--- src/rtl/sdram_pkg.sv ---
// Shared widths and port-select types for the SDRAM port arbiter.
package sdram_pkg;

   localparam int SDRAM_ADDR_W = 32;
   localparam int SDRAM_DATA_W = 32;
   localparam int SDRAM_BE_W   = SDRAM_DATA_W / 8;

   typedef enum logic {PORT_A, PORT_B} port_id_t;

   typedef struct packed {
      logic     valid;
      port_id_t id;
   } port_sel_t;

endpackage

--- src/rtl/sdram_port_arb.sv ---
// Two-port fixed-priority arbiter (A over B) in front of the SDRAM core; zero-latency request pass-through.
// Backpressure: a request holds until the core accepts; all requests stall while one read is outstanding.
module sdram_port_arb
   import sdram_pkg::*;
#(
   parameter int ADDR_W = SDRAM_ADDR_W,
   parameter int DATA_W = SDRAM_DATA_W,
   parameter int BE_W   = DATA_W / 8
) (
   input  logic              clk,
   input  logic              rst,

   input  logic [ADDR_W-1:0] a_addr,
   input  logic [DATA_W-1:0] a_write_data,
   input  logic [BE_W-1:0]   a_wr,
   input  logic              a_rd,
   output logic              a_accept,
   output logic              a_ack,
   output logic [DATA_W-1:0] a_read_data,

   input  logic [ADDR_W-1:0] b_addr,
   input  logic [DATA_W-1:0] b_write_data,
   input  logic [BE_W-1:0]   b_wr,
   input  logic              b_rd,
   output logic              b_accept,
   output logic              b_ack,
   output logic [DATA_W-1:0] b_read_data,

   output logic [ADDR_W-1:0] c_addr,
   output logic [DATA_W-1:0] c_write_data,
   output logic [BE_W-1:0]   c_wr,
   output logic              c_rd,
   input  logic              c_accept,
   input  logic              c_ack,
   input  logic [DATA_W-1:0] c_read_data
);

   port_sel_t lock_sel;
   port_sel_t rd_owner;
   port_sel_t sel;
   logic      req_a;
   logic      req_b;
   logic      sel_req;
   logic      sel_a;
   logic      sel_b;

   assign req_a = (a_wr != '0) | a_rd;
   assign req_b = (b_wr != '0) | b_rd;

   // An outstanding read blocks everything; a lock keeps a presented request on the core until accepted.
   always_comb begin
      sel = '{valid: 1'b0, id: PORT_A};
      if (rd_owner.valid) begin
         sel = '{valid: 1'b0, id: PORT_A};
      end else if (lock_sel.valid) begin
         sel = lock_sel;
      end else if (req_a) begin
         sel = '{valid: 1'b1, id: PORT_A};
      end else if (req_b) begin
         sel = '{valid: 1'b1, id: PORT_B};
      end
   end

   assign sel_a   = sel.valid & (sel.id == PORT_A);
   assign sel_b   = sel.valid & (sel.id == PORT_B);
   assign sel_req = (sel_a & req_a) | (sel_b & req_b);

   always_comb begin
      c_addr       = '0;
      c_write_data = '0;
      c_wr         = '0;
      c_rd         = 1'b0;
      if (!rst && sel_a) begin
         c_addr       = a_addr;
         c_write_data = a_write_data;
         c_wr         = a_wr;
         c_rd         = a_rd;
      end else if (!rst && sel_b) begin
         c_addr       = b_addr;
         c_write_data = b_write_data;
         c_wr         = b_wr;
         c_rd         = b_rd;
      end
   end

   assign a_accept = c_accept & sel_a & req_a;
   assign b_accept = c_accept & sel_b & req_b;

   always_ff @(posedge clk) begin
      if (rst) begin
         lock_sel <= '{valid: 1'b0, id: PORT_A};
      end else if (c_accept) begin
         lock_sel <= '{valid: 1'b0, id: PORT_A};
      end else if (sel_req) begin
         lock_sel <= sel;
      end
   end

   always_ff @(posedge clk) begin
      if (rst) begin
         rd_owner <= '{valid: 1'b0, id: PORT_A};
      end else if (c_accept && c_rd) begin
         rd_owner <= sel;
      end else if (c_ack && rd_owner.valid) begin
         rd_owner <= '{valid: 1'b0, id: PORT_A};
      end
   end

   // An ack with no tracked owner (e.g. a read in flight across reset) is dropped.
   assign a_ack = !rst & c_ack & rd_owner.valid & (rd_owner.id == PORT_A);
   assign b_ack = !rst & c_ack & rd_owner.valid & (rd_owner.id == PORT_B);

   assign a_read_data = c_read_data;
   assign b_read_data = c_read_data;

endmodule

--- config.mk ---
export PLATFORM = sky130hd
export DESIGN_NAME = sdram_port_arb
export DESIGN_NICKNAME = d
export VERILOG_FILES = /design/src/rtl/sdram_pkg.sv /design/src/rtl/sdram_port_arb.sv
export SDC_FILE = /design/constraint.sdc
export NUM_CORES = 1
export LEC_CHECK = 0
export ABC_AREA = 1
export CAP_MARGIN = 0
export CORE_AREA = 10 10 112 114
export DETAILED_ROUTE_END_ITERATION = 10
export DIE_AREA = 0 0 122 124
export PLACE_DENSITY = 0.71
export RECOVER_POWER = 100
export SYNTH_ARGS = -nofsm -noshare
export SYNTH_HDL_FRONTEND = slang
export SYNTH_SLANG_ARGS = --single-unit
--- constraint.sdc ---
create_clock -name clk -period 4.3 [get_ports clk]
set_clock_uncertainty 0.2 [all_clocks]
set_input_delay 1.075 -clock clk [delete_from_list [all_inputs] [get_ports clk]]
set_output_delay 1.075 -clock clk [all_outputs]
set_load 0.02 [all_outputs]
# After elaboration in Yosys (flattened, before gate mapping)
# Cells that the tools add are included.
# classes
add_sub_neg	0
multipliers	0
div	0
n_lt_le_gt_ge	0
n_eq_ne	0
shifts	0
mux	14
n_bitwise	17
n_reduce_logical	9
# ops
op	n
$mux W32	4
$and A1 B1 Y1	12
$mux W2	6
$mux W4	2
$reduce_bool A4 Y1	2
$logic_and A1 B1 Y1	4
$or A1 B1 Y1	3
$mux W1	2
$not A1 Y1	2
$reduce_bool A2 Y1	1
$reduce_or A2 Y1	1
$logic_not A1 Y1	1
# word_totals
ff_bits	4
latch_bits	0
ram_bits	0
romBits	0
input_bits	174
output_inout_bits	137
mem_count	0

# Depth between registers and ports, before layout
# logic_depth
depth_word	12
ltp_mapped	11
ltp_nobuf	11

# Least setup slack after synthesis
# No wires, ideal clock.
# synth_timing
kind	input port to output port
startpoint	in b_wr[3]
endpoint	out c_addr[0]
arrival_time_ns	2.270
required_time_ns	3.025
path_slack_ns	0.755
stages	6
path_buffers	1
path_cell_list	nor2_2 nand4_2 nand3_4 nand3_2 clkbuf_1 o21ai_0
# synth_via
elab_chain_len	10
# synth_rtl
item	line	source
from (decl)	sdram_port_arb.sv:23	input logic [BE_W-1:0] b_wr,
$reduce_bool A4 Y1 (*)	sdram_port_arb.sv:48	assign req_b = (b_wr != '0) | b_rd;
$or A1 B1 Y1 (*)	sdram_port_arb.sv:48	
$mux W2 (*)	sdram_port_arb.sv:59	end else if (req_b) begin
$mux W2 (*)	sdram_port_arb.sv:57	end else if (req_a) begin
$mux W2 (*)	sdram_port_arb.sv:55	end else if (lock_sel.valid) begin
$mux W2 (*)	sdram_port_arb.sv:53	if (rd_owner.valid) begin
$and A1 B1 Y1 / $not A1 Y1 (equally long branches)	sdram_port_arb.sv:65, sdram_port_arb.sv:64	
$logic_and A1 B1 Y1 / $and A1 B1 Y1 (equally long branches)	sdram_port_arb.sv:78, sdram_port_arb.sv:64	
$mux W32 / $logic_and A1 B1 Y1 (equally long branches)	sdram_port_arb.sv:78, sdram_port_arb.sv:73	
$mux W32 (*)	sdram_port_arb.sv:73	if (!rst && sel_a) begin
to (decl)	sdram_port_arb.sv:29	output logic [ADDR_W-1:0] c_addr,
# Mark *: on every way between the ends. The rest lies on a longest branch, timed or not.

# Worst setup path after layout
# layout_timing
startpoint	in b_wr[3]
endpoint	out c_write_data[23]
# layout_via
elab_chain_len	10
# layout_rtl
item	line	source
$reduce_bool A4 Y1 (*)	sdram_port_arb.sv:48	
$or A1 B1 Y1 (*)	sdram_port_arb.sv:48	
$mux W2 (*)	sdram_port_arb.sv:59	
$mux W2 (*)	sdram_port_arb.sv:57	
$mux W2 (*)	sdram_port_arb.sv:55	
$mux W2 (*)	sdram_port_arb.sv:53	
$and A1 B1 Y1 / $not A1 Y1 (equally long branches)	sdram_port_arb.sv:65, sdram_port_arb.sv:64	
$logic_and A1 B1 Y1 / $and A1 B1 Y1 (equally long branches)	sdram_port_arb.sv:78, sdram_port_arb.sv:64	
$mux W32 / $logic_and A1 B1 Y1 (equally long branches)	sdram_port_arb.sv:78, sdram_port_arb.sv:73	
$mux W32 (*)	sdram_port_arb.sv:73	
to (decl)	sdram_port_arb.sv:30	output logic [DATA_W-1:0] c_write_data,
# Marks and branches as above.

==> key figures <==
Status
  – Status: finished clean

Finish
  – Finished Layout Cells: 614
  – Fillers: 1110
  – Ant diodes: 0
  – FF+latch area: 80.1 um2
  – Area occupied by multi-input gates: 813 um2
  – Fraction of layout instances using a drive strength above 1: 6.07%
  – Area delta synth->final: 95.7%
  – Final #Nets: 654

Setup path
  – Crit path capture type: primary output
  – Critical path type: in2out
  – Crit-path max FO: 30
  – Crit-path slowest cell: clkdlybuf4s50_1
  – CP cell instances: clkdlybuf4s50_1 > nor2_2 > nand4_2 > nand3_4 > nand3_2 > buf_6 > o21ai_0 > clkdlybuf4s15_1
  – Top delay family on crit path: buffers and inverters
  – Worst EP required: 3.02 ns
  – Buf/Inv on CP: 3
  – CP Launch Type: primary input
  – Worst reg2reg startpoint: lock_sel[1]$_SDFFE_PP0P_
  – Worst Setup SP: b_wr[3]
  – Worst Path Arrival: 2.98 ns
  – Max stage delay on crit path: 0.44 ns

GRT
  – Vias in the first global route: 2521
  – Largest net degree at the start of global routing: 39
  – Total gr overflow: 0
  – Initial antenna violation count: 0
  – GRT Overall Usage: 10.2%
  – First-pass GRT wire length: 12700 um

Yosys
  – Synth Area per Inst: 5.53 um2
  – Top_reg_cell synth: dfxtp_1
  – Main combinational cell family by area after synthesis: buffers and inverters
  – Leading post-synthesis cells by cell area: buf_4, nand2_1, inv_1, o21ai_0, o21ai_2
  – Top-count cell post-synth: nand2_1
  – Commonest cells post-synth: nand2_1, inv_1, buf_4, o21ai_0, o21ai_2
  – Async SR Flop Fraction: 0%
  – #FFs+latches synth: 4
  – Syn_nets: 502
  – Post-Synth Adder-Cell Area: 0%
  – Post-synth top area share: 26.9%
  – Mux contribution to synthesized area: 0%
  – Unique cell type count in the Yosys netlist: 24
  – XOR/XNOR Fraction of Synth Area: 0%
  – Post-synth EDFFs: 0
  – Post-synth top area cell: buf_4
  – Simple logic cell fraction of the synthesized area: 24.2%
  – Seq/Total Area, Yosys: 4.41%
  – Mapped cell area: 0.00181 mm2
  – Cells after synthesis: 328
  – Complex-gate fraction of the synthesized area: 24.3%
  – Ys Warns: 0

Min path
  – Hold WC Path Type: reg2reg
  – Hold_sp: lock_sel[0]$_SDFFE_PP0P_

Clock network
  – CTS tree: yes
  – Root Buffer: clkbuf_8
  – Skew-Pair Late Insertion Delay: 0.22 ns
  – Clock-pin transition on the worst setup and hold timing paths: 0.03 ns
  – Hold-fix buffers at CTS: 0
  – Bufs on Longest Clock Path: 2
  – Number of post-CTS setup repair buffers: 0
  – Total CTS buffers: 3
  – H-tree depth: 1
  – Clock sinks: 4

Placement
  – GP Congestion: 0.881
  – Placed Cells: 611
  – DP HPWL: 8060 um
  – I/O Buffers: 214

Route
  – Wire per inst: 14.5 um
  – Vias per Instance: 4.06
  – Post-route ant nets: 0
  – Routed met2 length: 3830 um
  – Max Used Layer: met4
  – Met1 wire length: 3210 um
  – Vias: 2490
  – Total Wirelength: 8910 um
  – Residual DRC: 0
  – DR WL met3: 1640 um
  – Drt pass-1 iters: 4
  – DRT iter0 DRCs: 65

STA
  – Tmin final: 4.25 ns
  – Count of final hold-check violations: 0
  – Unrepaired setup endpoints after global routing: no
  – FMAX: 0.235 GHz
  – Hold Slack: 0.265 ns
  – Fin. max-slew vios: 0
  – Tcrit/Tclk final: 98.9%
  – Measured slew at the worst slew-check pin: 0.284 ns
  – Final setup viols: 0
  – Rel. slew slack: 80.9%

Die
  – Die area: 0.0151 mm2
  – Total core area: 0.0102 mm2
  – IO Pins: 311
  – Rows: 37
  – Initial Utilization: 17.7%
  – Die W: 122 um
  – Chip height: 124 um

Pwr
  – Worst IR Drop VDD: 0.0673 mV
  – PwrDens: 146 mW/mm2
  – P_leak: 1.79 nW
  – Total power: 518 uW

Run
  – Max cap viols: 0
## metrics by stage
stage	util, %	setup slack, ns	TNS (ns)	instance area [um2]
6_report	34.7	0.0474	0	3550
4_1_cts	35.6	0.00980	0	3640
3_3_place_gp	36.0	-0.246	-4.72	3680
5_1_grt	34.7	0.00949	0	3550
3_5_place_dp	36.0	-0.298	-7.72	3680
2_1_floorplan	-	0.755	0	1810
## path summary, 6_finish.rpt
path	cells past startpoint	to	slack (ns)
max	8	c_write_data[23]	0.05
min	2	lock_sel[0]$_SDFFE_PP0P_	0.26
max reg2reg	13	rd_owner[1]$_SDFFE_PP0P_	2.46
min reg2reg	2	lock_sel[0]$_SDFFE_PP0P_	0.26
## flip-flops by register name, indices dropped and copies added, names as in the netlist
name and count:
rd_owner 2, lock_sel 2
## timing repair
item | in CTS | in global routing
resized for setup | 68 | 10
setup endpoints to repair | 67 | 7
pin swaps | 0 | 0
## per-layer routing
metal	vias up	global-route usage (%)
li1	1222	-
met1	1049	10.0
met2	199	16.6
met3	20	7.78
met4	0	3.20
met5	-	0
## worst min-delay path: stages, from the launching register on
cell     delay, ns
dfxtp_1       0.30
nand2_1       0.06
a21oi_1       0.05
## cells in the final DEF (no fill, tap or decap), types with 2 or more instances in the layout
master	instances
clkbuf_8	3
clkdlybuf4s15_1	3
nor3_1	2
nand3_1	4
nor2_1	8
nand2_1	76
dlygate4sd3_1	2
o21ai_2	3
buf_12	3
nor2_2	3
dfxtp_1	4
clkdlybuf4s50_1	141
inv_1	74
o21ai_0	64
clkbuf_1	3
buf_4	9
o21ai_1	2
dlygate4sd2_1	62
## where the power goes
group	total, mW	internal (mW)	switching, mW
logic	0.399	0.206	0.193
clock network	0.0790	0.0597	0.0193
registers	0.0402	0.0391	0.00114
total	0.518	0.305	0.214
## cell families after synthesis
kind of cell,count (synthesis)
flops,4
compound gates,72
simple gates,99
buf+inv,153
## final cells by class
| class | instances | share of cell area (%) |
|---|---|---|
| repair buffers | 225 | 60.9 |
| flip-flops and latches | 4 | 2.26 |
| multi-input cells | 171 | 22.9 |
| clock buffers | 3 | 1.16 |
| inverters | 75 | 7.93 |
| well taps | 136 | 4.79 |
No activity file was read; power rests on OpenSTA's default activity.
